[src/rtl/alu_serial.sv]
// Bit-serial ALU: WIDTH-bit operands processed LSB-first through one 1-bit slice, one bit per clock.
// Define ALU_SERIAL_FLAGS_EN to build the zero/overflow flag logic; otherwise zero and ovf are tied low.
module alu_serial #(
    parameter int WIDTH = 8
) (
    input  logic             clk,
    input  logic             reset_n,
    input  logic             start,
    input  logic [1:0]       mode,
    input  logic [1:0]       opcode,
    input  logic [WIDTH-1:0] ain,
    input  logic [WIDTH-1:0] bin,
    output logic             busy,
    output logic             done,
    output logic [WIDTH-1:0] result,
    output logic             cout,
    output logic             zero,
    output logic             ovf
);

    localparam int CW = (WIDTH > 1) ? $clog2(WIDTH) : 1;
    localparam logic [CW-1:0] LAST = CW'(WIDTH - 1);

    typedef enum logic [1:0] {IDLE, RUN, DONE} state_t;

    state_t           state_q, state_d;
    logic [WIDTH-1:0] a_q, a_d;
    logic [WIDTH-1:0] b_q, b_d;
    logic [1:0]       mode_q, mode_d;
    logic [1:0]       op_q, op_d;
    logic [CW-1:0]    cnt_q, cnt_d;
    logic             carry_q, carry_d;
    logic [WIDTH-1:0] sh_q, sh_d;
    logic [WIDTH-1:0] result_q, result_d;
    logic             cout_q, cout_d;

    logic             accept;
    logic             last;
    logic             finish;
    logic             a_bit, b_bit, b_eff, c_next;
    logic             left_bit, right_bit;
    logic             slice_bit;

    // One-bit slice: operand bits picked by the bit counter from the latched copies.
    always_comb begin
        a_bit = a_q[cnt_q];
        b_bit = b_q[cnt_q];

        unique case (op_q)
            2'b00:   b_eff = b_bit;
            2'b01:   b_eff = ~b_bit;
            2'b10:   b_eff = 1'b0;
            default: b_eff = 1'b1;
        endcase
        c_next = (a_bit & b_eff) | (a_bit & carry_q) | (b_eff & carry_q);

        // Shift neighbours; the ends insert 0 for logical shifts or wrap for rotates.
        if (cnt_q == '0)
            left_bit = op_q[1] ? a_q[WIDTH-1] : 1'b0;
        else
            left_bit = a_q[cnt_q - 1'b1];
        if (cnt_q == LAST)
            right_bit = op_q[1] ? a_q[0] : 1'b0;
        else
            right_bit = a_q[cnt_q + 1'b1];

        unique case (mode_q)
            2'b00: begin
                unique case (op_q)
                    2'b00:   slice_bit = a_bit & b_bit;
                    2'b01:   slice_bit = a_bit | b_bit;
                    2'b10:   slice_bit = a_bit ^ b_bit;
                    default: slice_bit = ~a_bit;
                endcase
            end
            2'b01:   slice_bit = a_bit ^ b_eff ^ carry_q;
            2'b10:   slice_bit = op_q[0] ? right_bit : left_bit;
            default: slice_bit = 1'b0;
        endcase
    end

    always_comb begin
        state_d  = state_q;
        a_d      = a_q;
        b_d      = b_q;
        mode_d   = mode_q;
        op_d     = op_q;
        cnt_d    = cnt_q;
        carry_d  = carry_q;
        sh_d     = sh_q;
        result_d = result_q;
        cout_d   = cout_q;

        accept = start && (state_q != RUN);
        last   = (cnt_q == LAST);
        finish = (state_q == RUN) && last;

        unique case (state_q)
            RUN: begin
                sh_d[cnt_q] = slice_bit;
                carry_d     = c_next;
                if (last) begin
                    state_d  = DONE;
                    result_d = sh_d;
                    unique case (mode_q)
                        2'b01:   cout_d = c_next;
                        2'b10:   cout_d = op_q[0] ? a_q[0] : a_q[WIDTH-1];
                        default: cout_d = 1'b0;
                    endcase
                end else begin
                    cnt_d = cnt_q + 1'b1;
                end
            end
            DONE: begin
                if (!accept)
                    state_d = IDLE;
            end
            default: ;
        endcase

        if (accept) begin
            state_d = RUN;
            a_d     = ain;
            b_d     = bin;
            mode_d  = mode;
            op_d    = opcode;
            cnt_d   = '0;
            sh_d    = '0;
            // Subtract and increment start with carry-in 1; every other op starts at 0.
            carry_d = (mode == 2'b01) && (opcode == 2'b01 || opcode == 2'b10);
        end
    end

    always_ff @(posedge clk or negedge reset_n) begin
        if (!reset_n) begin
            state_q  <= IDLE;
            a_q      <= '0;
            b_q      <= '0;
            mode_q   <= '0;
            op_q     <= '0;
            cnt_q    <= '0;
            carry_q  <= 1'b0;
            sh_q     <= '0;
            result_q <= '0;
            cout_q   <= 1'b0;
        end else begin
            state_q  <= state_d;
            a_q      <= a_d;
            b_q      <= b_d;
            mode_q   <= mode_d;
            op_q     <= op_d;
            cnt_q    <= cnt_d;
            carry_q  <= carry_d;
            sh_q     <= sh_d;
            result_q <= result_d;
            cout_q   <= cout_d;
        end
    end

`ifdef ALU_SERIAL_FLAGS_EN
    logic zero_q, zero_d;
    logic ovf_q, ovf_d;

    // On the MSB cycle carry_q is the carry into the MSB and c_next the carry out of it.
    always_comb begin
        zero_d = zero_q;
        ovf_d  = ovf_q;
        if (finish) begin
            zero_d = (sh_d == '0);
            ovf_d  = (mode_q == 2'b01) && (carry_q ^ c_next);
        end
    end

    always_ff @(posedge clk or negedge reset_n) begin
        if (!reset_n) begin
            zero_q <= 1'b0;
            ovf_q  <= 1'b0;
        end else begin
            zero_q <= zero_d;
            ovf_q  <= ovf_d;
        end
    end

    assign zero = zero_q;
    assign ovf  = ovf_q;
`else
    logic unused_finish;
    assign unused_finish = finish;
    assign zero = 1'b0;
    assign ovf  = 1'b0;
`endif

    assign busy   = (state_q == RUN);
    assign done   = (state_q == DONE);
    assign result = result_q;
    assign cout   = cout_q;

endmodule

[config.mk]
export PLATFORM = sky130hd
export DESIGN_NAME = alu_serial
export DESIGN_NICKNAME = d
export VERILOG_FILES = /design/src/rtl/alu_serial.sv
export SDC_FILE = /design/constraint.sdc
export NUM_CORES = 1
export LEC_CHECK = 0
export ABC_AREA = 1
export CORE_MARGIN = 4
export CORE_UTILIZATION = 40
export DETAILED_ROUTE_END_ITERATION = 8
export PLACE_DENSITY = 0.73
export SLEW_MARGIN = 25
export SYNTH_ARGS = -nofsm -noshare
export SYNTH_HDL_FRONTEND = slang
export SYNTH_SLANG_ARGS = --single-unit
[constraint.sdc]
create_clock -name clk -period 4.6 [get_ports clk]
set_input_delay 1.38 -clock clk [delete_from_list [all_inputs] [get_ports clk]]
set_output_delay 1.38 -clock clk [all_outputs]
set_load 0.02 [all_outputs]
# [Yosys cells after proc, flatten, opt, wreduce, memory -nomap -nowiden]
# Index checks and enable logic that the tools add are counted.
[totals] rom_bits=0 ramBits=0 mem_count=0 word_cells=84 ff_bits=43 output_inout_bits=13 in_bits=23 latch_bits=0
[classes] n_lt_le_gt_ge=4 n_eq_ne=13 mux=31 n_addsub=2 n_bitwise=12 n_shift=0 n_mul=0 div=0 reduce_logical=12
[op_table] operator="$mux W8" n=2
[op_table] operator="$mux W1" n=13
[op_table] operator="$bmux W1 S3" n=4
[op_table] operator="$lt A3 B4 Y1 const B" n=3
[op_table] operator="$eq A2 B1 Y1 const B" n=5
[op_table] operator="$mux W3" n=3
[op_table] operator="$pmux W1 S3" n=3
[op_table] operator="$bwmux W8" n=1
[op_table] operator="$eq A2 B2 Y1 const B" n=4
[op_table] operator="$reduce_and A2 Y1" n=3
[op_table] operator="$and A1 B1 Y1" n=4
[op_table] operator="$logic_not A2 Y1" n=2
[op_table] operator="$mux W2" n=2
[op_table] operator="$pmux W2 S2" n=1
[op_table] operator="$add A3 B1 Y3 const B" n=1
[op_table] operator="$demux W1 S3" n=1
[op_table] operator="$eq A3 B3 Y1 const B" n=1
[op_table] operator="$ge A3 B1 Y1 const B" n=1
[op_table] operator="$logic_and A1 B1 Y1" n=3
[op_table] operator="$logic_not A3 Y1" n=1
[op_table] operator="$ne A3 B1 Y1 const B" n=1
[op_table] operator="$or A1 B1 Y1" n=3
[op_table] operator="$reduce_bool A3 Y1" n=1
[op_table] operator="$sub A3 B1 Y3 const B" n=1
[op_table] operator="other kinds (7)" n=10

# [Depth between registers and ports, before layout]
[depth] ltp_word=10 ltp_mapped=20 mapped_depth_nobuf=20

# [Worst setup path before layout]
# OpenSTA, ideal clock, no wires.
[synth_path] kind="reg2reg" start="register cnt_q[2]" end="register result_q[4], in the netlist result[4]" setup_slack_ps=2190 n_path_buf=1 required_ps=4481 arrival_ps=2291 setup_ps=119 synth_period_minus_slack_ps=2410 stages_incl_launch_ff=18 path_cell_list="dfrtp_1 buf_2 inv_2 nand3_1 inv_2 a22o_1 inv_2 nand4_1 o21ai_1 o21ai_1 fa_1 nand2_1 a21boi_2 nand2_2 nand2_4 nand2_2 nand3_1 nand2_1"
[synth_via] elab_chain_len=8 word_cells_on_any_way=32 classes_between="add/sub: 2; order compare: 2; eq/ne: 1; mux: 17; bitwise: 7; reduce/logical: 3"
[synth_rtl] element="from (decl)" line_no="31" text="logic [CW-1:0] cnt_q, cnt_d;"
[synth_rtl] element="from (signal assigned)" line_no="152" text="cnt_q <= cnt_d;"
[synth_rtl] element="branches (longest 8 deep; another with $sub A3 B1 Y3)"
[synth_rtl] element="to (signal assigned)" line_no="155" text="result_q <= result_d;"
[synth_rtl] element="to (decl)" line_no="34" text="logic [WIDTH-1:0] result_q, result_d;"
# Several ways; the timed one is not identified. The select of a mux whose other input is x is not followed.
# A chain may end at the register's enable or synchronous reset.

# [Final worst setup path]
[layout_path] start="register state_q[1]" end="output port busy"
[layout_via] elab_chain_len=1
[layout_rtl] element="from (decl)" line_no="26" text="state_t state_q, state_d;"
[layout_rtl] element="from (signal assigned)" line_no="147" text="state_q <= state_d;"
[layout_rtl] element="$eq A2 B1 Y1" line_no="193" text="assign busy = (state_q == RUN);"
[layout_rtl] element="to (decl)" line_no="13" text="output logic busy,"
# No other way between the ends.

==> results.json <==
{
  "outcome": "completed",
  "grt_pass1_wl_um": 9273,
  "syn_inst": 329,
  "die_h_um": 87.45,
  "required_ns": 3.22,
  "p_leak_nw": 1.540,
  "vias": 2127,
  "viasPerCell": 4.890,
  "arrival_ns": 2.06,
  "worst_skew_pair.late_latency_ns": 0.29,
  "synth_area_um2": 2525,
  "fin_skew_ns": 0.003170,
  "cts_buffers": 5,
  "core_um2": 6026,
  "initial_utilization_pct": 41.90,
  "critPathBufInv": 2,
  "overflow": 0,
  "startpoint_type": "flop",
  "cap_violations": 0,
  "clk_pin_slew_ns": 0.08,
  "rows": 28,
  "worst_slew_pin_slew_ns": 0.6857,
  "cpPeakStageDelay_ns": 0.73,
  "synth_commonest_cells": "nand2_1, dfrtp_1, nand3_1",
  "placed_cell_area_um2": 2887,
  "place_congestion": 0.8378,
  "period_share_pct": 74.83,
  "htree_levels": 2,
  "antennaDiodeCount": 0,
  "post_cts_resized": 0,
  "synth_seq_cells": 43,
  "cp-startpoint": "state_q[1]",
  "cp_cell_sequence": "inv_1, ha_1, clkdlybuf4s50_1",
  "die_area_um2": 7648,
  "max_freq_mhz": 290.5,
  "dp_hpwl_um": 3921,
  "seq_area_frac_synth_pct": 42.62,
  "clkSinkCount": 43,
  "critPathMaxFanout": 16,
  "io_pins": 36,
  "power.density_nw_per_um2": 685.4,
  "antenna_found_initial": 0,
  "io_buffers": 33,
  "hold_viol": 0,
  "fin_util_pct": 49.65,
  "worst_path_max_delay_cell": "clkdlybuf4s50_1",
  "first_pass_iters": 4,
  "fin_tns_setup_ns": 0,
  "rsz0062_at_grt": "false",
  "clk_path_buf_depth": 2,
  "drt-total-wl_um": 5271,
  "dieWidth_um": 87.45,
  "slew_viol_final": 0,
  "ys.flop_type": "dfrtp_1",
  "ant_nets": 0,
  "avgSynthCellArea_um2": 7.675,
  "post_cts_buffers": 0,
  "grt_pass1_vias": 2025,
  "num-fill-cells": 588,
  "synth_edf_count": 0,
  "drt_iter0_drc": 146,
  "drive_gt1_share_pct": 12.50,
  "wl_per_cell_um": 12.12,
  "slew_headroom_pct": 54.12,
  "area_delta_synth_final_pct": 18.48,
  "grt_use_total_pct": 15.07,
  "r2r-start": "cnt_q[0]",
  "period_minus_slack_ns": 3.442,
  "grt_max_degree": 44,
  "synth_area_leaders": "dfrtp_1, nand2_1, nand3_1",
  "fin_nets": 397,
  "endpoint_kind": "output pin",
  "hp-class": "flop to flop",
  "drc": 0,
  "synth_area_leader_cell": "dfrtp_1",
  "async_reset_ff_share_pct": 100.0,
  "synth_cell_types": 35,
  "crit_type": "flop to output pin",
  "design_area_um2": 2992,
  "synth_top_area_share_pct": 42.62,
  "cts_hold_buf": 0,
  "yosysMostFrequentCell": "nand2_1",
  "clock-root-buffer": "clkbuf_8",
  "ir_worst_vdd_v": 0.0003684,
  "cts_tree": "yes",
  "path_delay_family": "buffers and inverters",
  "yosys_warnings": 0,
  "setup_viol": 0,
  "hold_start": "sh_q[5]"
}
area by class of cell:
class	instances	area, um2	area share (%)
clock buffer	6	72.57	2.426
clock inverter	1	30.03	1.004
inverter	29	108.9	3.639
multi-input combinational	247	1275	42.62
sequential	43	1076	35.97
tap	75	93.84	3.137
timing repair buffer	34	335.3	11.21
worst min-delay path, delay by kind of cell (launching register included):
kind / cells / cell delay [ns]
flip-flops: 1 / 0.34
AND/OR/NAND/NOR: 2 / 0.10
kinds of logic (layout without fill, tap and decap cells):
| family | count (synthesis) | in the layout | share of synthesized area (%) |
|---|---|---|---|
| simple gates | 204 | 204 | 36.22 |
| buf+inv | 40 | 70 | 7.036 |
| compound gates | 24 | 24 | 5.699 |
| fa+ha+maj | 14 | 14 | 7.235 |
| flops | 43 | 43 | 42.62 |
| other cells | 1 | 2 | 0.1485 |
| xor+xnor | 3 | 3 | 1.041 |
path summary, 6_finish.rpt:
path | end | slack, ns | cells after the start
worst max-delay path | busy | 1.16 | 3
worst min-delay path | sh_q[5] | 0.48 | 2
min in group asynchronous | a_q[3] | 1.06 | 1
worst max register to register | result[4] | 1.53 | 15
worst min register to register | sh_q[5] | 0.48 | 2
max in group asynchronous | sh_q[5] | 3.16 | 1
per-layer routing:
metal / up-vias / share of wire (%) / GRT usage, %
met2: 42 / 46 / 24.79
met1: 982 / 47 / 20.51
met3: 4 / 5.4 / 2.365
li1: 1099 / - / -
met4: 0 / 1.1 / 4.184
met5: - / 0 / 0
where the power goes:
part	leakage (nW)	switching (mW)	internal [mW]
clock	0.0513	0.126	0.159
sequential	0.525	0.139	0.538
combinational	0.963	0.662	0.426
total	1.54	0.928	1.12
stage by stage:
| step | setup slack (ns) | std cells | hold WS (ns) | total power [mW] |
|---|---|---|---|---|
| after floorplan | 2.190 | 330 | 0.4417 | 1.496 |
| after global placement | 1.485 | 428 | 0.4535 | 1.741 |
| after detailed placement | 1.459 | 428 | 0.4577 | 1.774 |
| after CTS | 1.137 | 435 | 0.4784 | 2.063 |
| after global routing | 1.015 | 435 | 0.5068 | 2.259 |
| final | 1.158 | 435 | 0.4752 | 2.051 |
registers in the layout, summed over array words and instances (netlist names):
| register | cells |
|---|---|
| state_q | 2 |
| mode_q | 2 |
| sh_q | 8 |
| op_q | 2 |
| a_q | 8 |
| b_q | 8 |
| result | 8 |
| cnt_q | 3 |
| carry_q | 1 |
| cout | 1 |
layout by cell type (no fill, tap or decap):
master,count
nand2_1,127
dfrtp_1,43
nand3_1,36
clkdlybuf4s50_1,32
inv_1,21
nand2_2,14
ha_1,13
nor2_1,9
o21ai_0,9
or2_2,8
inv_2,7
clkbuf_8,5
o22ai_1,4
a21oi_1,4
nor3_2,3
nand2_4,2
o21ai_1,2
xnor2_1,2
conb_1,2
buf_4,2
a211oi_1,1
a22o_1,1
nand4_1,1
nor2_2,1
clkinv_1,1
or3_1,1
nor3_1,1
a21boi_2,1
xor2_1,1
o22a_1,1
nand3_2,1
a22oi_1,1
fa_1,1
bufinv_16,1
clkbuf_1,1
No activity file was read; power rests on OpenSTA's default activity.
